[config.mk]
export PLATFORM = sky130hd
export DESIGN_NAME = div_issue_ctrl
export DESIGN_NICKNAME = d
export VERILOG_FILES = /design/src/rtl/div_issue_ctrl_pkg.sv /design/src/rtl/div_issue_ctrl.sv
export SDC_FILE = /design/constraint.sdc
export NUM_CORES = 1
export LEC_CHECK = 0
export ABC_AREA = 1
export BUFFER_PORTS_ARGS = -buffer_cell sky130_fd_sc_hd__buf_4
export CAP_MARGIN = 20
export CORE_MARGIN = 1
export CORE_UTILIZATION = 50
export CTS_CLUSTER_SIZE = 28
export DETAILED_ROUTE_END_ITERATION = 7
export GPL_TIMING_DRIVEN = 0
export PLACE_DENSITY = 0.92
export SYNTH_ARGS = -nofsm -noshare
export SYNTH_HDL_FRONTEND = slang
export SYNTH_SLANG_ARGS = --single-unit
[constraint.sdc]
create_clock -name clk -period 2.7 [get_ports clk]
set_clock_uncertainty 0.1 [all_clocks]
set_input_delay 0.675 -clock clk [delete_from_list [all_inputs] [get_ports clk]]
set_output_delay 0.675 -clock clk [all_outputs]
set_load 0.05 [all_outputs]
[src/rtl/div_issue_ctrl_pkg.sv]
// Shared encodings for the EX-stage divide issue controller.
package div_issue_ctrl_pkg;

    // in_op encodings: bit1 selects remainder, bit0 selects unsigned
    localparam logic [1:0] OP_DIV_W  = 2'b00;
    localparam logic [1:0] OP_DIV_WU = 2'b01;
    localparam logic [1:0] OP_MOD_W  = 2'b10;
    localparam logic [1:0] OP_MOD_WU = 2'b11;

    // controller states
    localparam logic [1:0] ST_IDLE = 2'd0;
    localparam logic [1:0] ST_BUSY = 2'd1;
    localparam logic [1:0] ST_DONE = 2'd2;

    // accept edge to result edge for a non-zero divisor
    localparam int DIV_LATENCY = 34;

    function automatic logic op_is_mod(input logic [1:0] op);
        return op[1];
    endfunction

    function automatic logic op_is_signed(input logic [1:0] op);
        return ~op[0];
    endfunction

endpackage

[src/rtl/div_issue_ctrl.sv]
// Sequences the shared iterative divider for div/mod ops: latches operands,
// short-circuits divide-by-zero, holds the result until the consumer takes it.
module div_issue_ctrl
    import div_issue_ctrl_pkg::*;
#(
    parameter int          DEST_W = 5,
    parameter logic [31:0] ZERO_Q = 32'hFFFF_FFFF
) (
    input  logic              clk,
    input  logic              resetn,
    input  logic              flush,
    input  logic              in_valid,
    output logic              in_ready,
    input  logic [1:0]        in_op,
    input  logic [31:0]       in_src1,
    input  logic [31:0]       in_src2,
    input  logic [DEST_W-1:0] in_dest,
    output logic              out_valid,
    input  logic              out_ready,
    output logic [31:0]       out_result,
    output logic [DEST_W-1:0] out_dest,
    output logic              busy,
    output logic              div_en,
    output logic              div_signed,
    output logic [31:0]       div_x,
    output logic [31:0]       div_y,
    input  logic [31:0]       div_q,
    input  logic [31:0]       div_r,
    input  logic              div_complete
);

    logic [1:0]  state;
    logic [1:0]  state_nxt;
    logic        mod_q;
    logic        sgn_q;
    logic [31:0] x_q;
    logic [31:0] y_q;
    logic        accept;
    logic        src2_zero;
    logic        complete;
    logic        out_fire;

    assign in_ready  = (state == ST_IDLE) & ~flush;
    assign accept    = in_valid & in_ready;
    assign src2_zero = (in_src2 == 32'd0);
    // div_complete reads 1 whenever div is low, so only trust it under div_en
    assign complete  = div_en & div_complete;
    assign out_fire  = out_valid & out_ready;

    assign div_en     = (state == ST_BUSY);
    assign out_valid  = (state == ST_DONE);
    assign busy       = (state != ST_IDLE);
    // divider sign correction samples x/y at completion, so drive from latches
    assign div_x      = x_q;
    assign div_y      = y_q;
    assign div_signed = sgn_q;

    // next-state: flush overrides everything and forces a div-low cycle
    always_comb begin
        state_nxt = state;
        case (state)
            ST_IDLE: if (accept)   state_nxt = src2_zero ? ST_DONE : ST_BUSY;
            ST_BUSY: if (complete) state_nxt = ST_DONE;
            ST_DONE: if (out_fire) state_nxt = ST_IDLE;
            default:               state_nxt = ST_IDLE;
        endcase
        if (flush) state_nxt = ST_IDLE;
    end

    // state register
    always_ff @(posedge clk or negedge resetn) begin
        if (!resetn) state <= ST_IDLE;
        else         state <= state_nxt;
    end

    // operand latch, held for the whole op
    always_ff @(posedge clk or negedge resetn) begin
        if (!resetn) begin
            x_q   <= 32'd0;
            y_q   <= 32'd0;
            sgn_q <= 1'b0;
            mod_q <= 1'b0;
        end else if (accept) begin
            x_q   <= in_src1;
            y_q   <= in_src2;
            sgn_q <= op_is_signed(in_op);
            mod_q <= op_is_mod(in_op);
        end
    end

    // result/tag capture: zero divisor resolves at accept, else at completion
    always_ff @(posedge clk or negedge resetn) begin
        if (!resetn) begin
            out_result <= 32'd0;
            out_dest   <= '0;
        end else if (accept) begin
            out_dest <= in_dest;
            if (src2_zero) out_result <= op_is_mod(in_op) ? in_src1 : ZERO_Q;
        end else if (complete && !flush) begin
            out_result <= mod_q ? div_r : div_q;
        end
    end

endmodule

==> flow_summary.json <==
{
  "synthCells": 605,
  "first_global_vias": 4792,
  "grt_start_max_net_pins": 66,
  "fin_crit_sh": 0.783,
  "core.rowCount": 36,
  "clock_latency_ns": 0.35,
  "slew_viol_final": 0,
  "p_clk_frac": 0.117,
  "die_w_microns": 102,
  "required_ns": 1.92,
  "setup_tns_ns": 0,
  "total_power_mw": 7.75,
  "fin_crit_ns": 2.11,
  "max-cap-violations": 0,
  "pwr-share-seq": 0.317,
  "synth_edf_count": 0,
  "io_pins": 247,
  "crit_arrival_ns": 1.34,
  "drc_errors": 0,
  "synthTopCellsByArea": "dfrtp_1, nand2_1, nand3_1",
  "route.vias.total": 5126,
  "antenna_cells": 0,
  "worst_pin_slew_ns": 0.821,
  "final-hold-violation-count": 0,
  "area_growth_pct": 44.5,
  "drive_above_1_share": 0.342,
  "setup_viol": 0,
  "clockRootBuffer": "clkbuf_8",
  "synth_common_cells": "nand2_1, dfrtp_1, nand3_1, o21ai_0, mux2i_1",
  "grt_use_met2": 0.536,
  "hold_path.class": "in2async",
  "p_int_mw": 3.78,
  "yosysSeqAreaShare": 0.528,
  "io_buffer_count": 246,
  "synth_area_leader_cell": "dfrtp_1",
  "p_switching_mw": 3.96,
  "dieArea_sq_mm": 0.0103,
  "slew-limit-headroom": 0.453,
  "critPathKind": "reg2out",
  "wirelength_microns": 15200,
  "start_util": 0.513,
  "gr-usage-met3": 0.0697,
  "grt-busiest-layer": "met2",
  "cts_repair_resize_count": 0,
  "cts.sinks": 105,
  "ant_nets": 0,
  "ys_warn_count": 0,
  "gr-total-overflow": 0,
  "clockBufferDepth": 2,
  "vdd.ir_drop.worst_mv": 0.763,
  "met1_usage": 0.335,
  "cp-end-kind": "output pin",
  "cts_made_buffers": 9,
  "syn_avg_cell_area_sq_um": 8.22,
  "synth_flop_cell": "dfrtp_1",
  "tritoncts": "yes",
  "async_reset_ff_frac": 1.00,
  "yosysMostFrequentCell": "nand2_1",
  "status": "finished, final reports clean",
  "cp-start-kind": "register",
  "hpwlAfterDp_microns": 11700,
  "synth_nets": 746,
  "grt_antenna_before_repair": 0,
  "core_sq_mm": 0.00968,
  "grt.total_usage": 0.291,
  "place_congestion": 0.815,
  "synth_seq_cells": 105,
  "r2r_end": "out_result[6]$_DFFE_PN0P_",
  "synth_top_area_frac": 0.528,
  "clk_pin_slew_ns": 0.11,
  "rsz0062_at_grt": "no",
  "path_max_fanout": 3,
  "p_comb_frac": 0.565,
  "fin_nets": 1004,
  "sw_frac_of_total": 0.512,
  "rr_startpoint": "state[1]$_DFFE_PN0P_",
  "cts_hold_buf": 0,
  "rr_worst_depth": 7,
  "cts_setup_buffers": 0,
  "grt_pass1_wl_microns": 22900,
  "first_iter_violations": 169,
  "r2r_slack_ns": 0.98,
  "first_pass_iters": 5,
  "fp.dieH_microns": 102,
  "htreeDepth": 3,
  "p_leak_nw": 3.94,
  "max_freq_mhz": 473,
  "netlist_area_sq_mm": 0.00497,
  "power_density_mw_per_mm2": 1080,
  "synth_cell_types": 20,
  "wire_per_inst_microns": 15.2,
  "vias_per_cell": 5.12
}
layer usage:
| metal | up-vias | part of all wire |
|---|---|---|
| li1 | 2479 | - |
| met1 | 2396 | 0.38 |
| met2 | 224 | 0.51 |
| met3 | 27 | 0.093 |
| met4 | 0 | 0.017 |
| met5 | - | 0 |
logic make-up after synthesis:
kind of cell | synth area share
and+or+nand+nor | 0.291
muxes | 0.0644
DFF | 0.528
buffers and inverters | 0.0476
AOI/OAI and AO/OA | 0.0682
critical path: stages (launching register included):
cell,delay (ns)
dfrtp_1,0.43
nor2_2,0.20
nand2_4,0.10
inv_2,0.06
buf_4,0.20
registers in the layout, indices dropped and copies added, names as in the netlist:
register,flops
div_x,32
div_y,32
out_result,32
out_dest,5
state,2
div_signed,1
mod_q,1
power groups by stage:
stage | Sequential, mW | Clock (mW) | Combinational, mW
finish | 2.46 | 0.910 | 4.38
global route | 2.52 | 0.975 | 4.61
CTS | 2.45 | 0.921 | 4.40
detailed placement | 2.47 | 0 | 4.39
global placement | 2.45 | 0 | 4.32
floorplan | 4.43 | 0 | 0.931
cell type report:
class	count	area, sq um
Clock inverter	6	50.0
Timing Repair Buffer	247	1870
Clock buffer	10	128
Buffer	40	203
Sequential cell	105	2630
Inverter	9	33.8
Multi-Input combinational cell	451	2110
Tap cell	133	166
Fill cell	749	2500
worst max path at each step:
stage                              start                    endpoint  slack (ns)  cells past startpoint
floorplan           state[1]$_DFFE_PN0P_  out_result[18]$_DFFE_PN0P_        0.70                      8
global placement              in_src2[1]  out_result[12]$_DFFE_PN0P_        0.52                      9
detailed placement            in_src2[3]  out_result[17]$_DFFE_PN0P_        0.49                      9
CTS                 state[1]$_DFFE_PN0P_                    in_ready        0.57                      4
global route        state[1]$_DFFE_PN0P_                    in_ready        0.53                      4
finish              state[1]$_DFFE_PN0P_                    in_ready        0.59                      4
through the flow:
| step | std cells | hold WS, ns | setup slack (ns) | instance area, sq um | util |
|---|---|---|---|---|---|
| after detailed placement | 985 | 0.359 | 0.491 | 7010 | 0.723 |
| final | 1001 | 0.281 | 0.586 | 7180 | 0.742 |
| after floorplan | 605 | 0.279 | 0.704 | 4970 | - |
| after global placement | 984 | 0.354 | 0.520 | 6990 | 0.721 |
| after CTS | 1001 | 0.316 | 0.570 | 7180 | 0.742 |
| after global routing | 1001 | 0.343 | 0.528 | 7180 | 0.742 |
layout by cell type, fill, tap and decap left out:
master      instances
buf_12              1
buf_2              18
buf_4             251
buf_6               1
clkbuf_1           14
clkbuf_2            3
clkbuf_8            9
clkinv_4            1
clkinvlp_4          2
dfrtp_1           105
inv_1               7
inv_2               2
inv_6               3
mux2i_1            32
nand2_1           256
nand2_4             1
nand3_1            67
nand3b_1            2
nor2_1             22
nor2_2              2
nor2_4              1
nor2_8              1
o21ai_0            48
o21ai_1            18
o21ai_2             1
No activity file was read; power rests on OpenSTA's default activity.
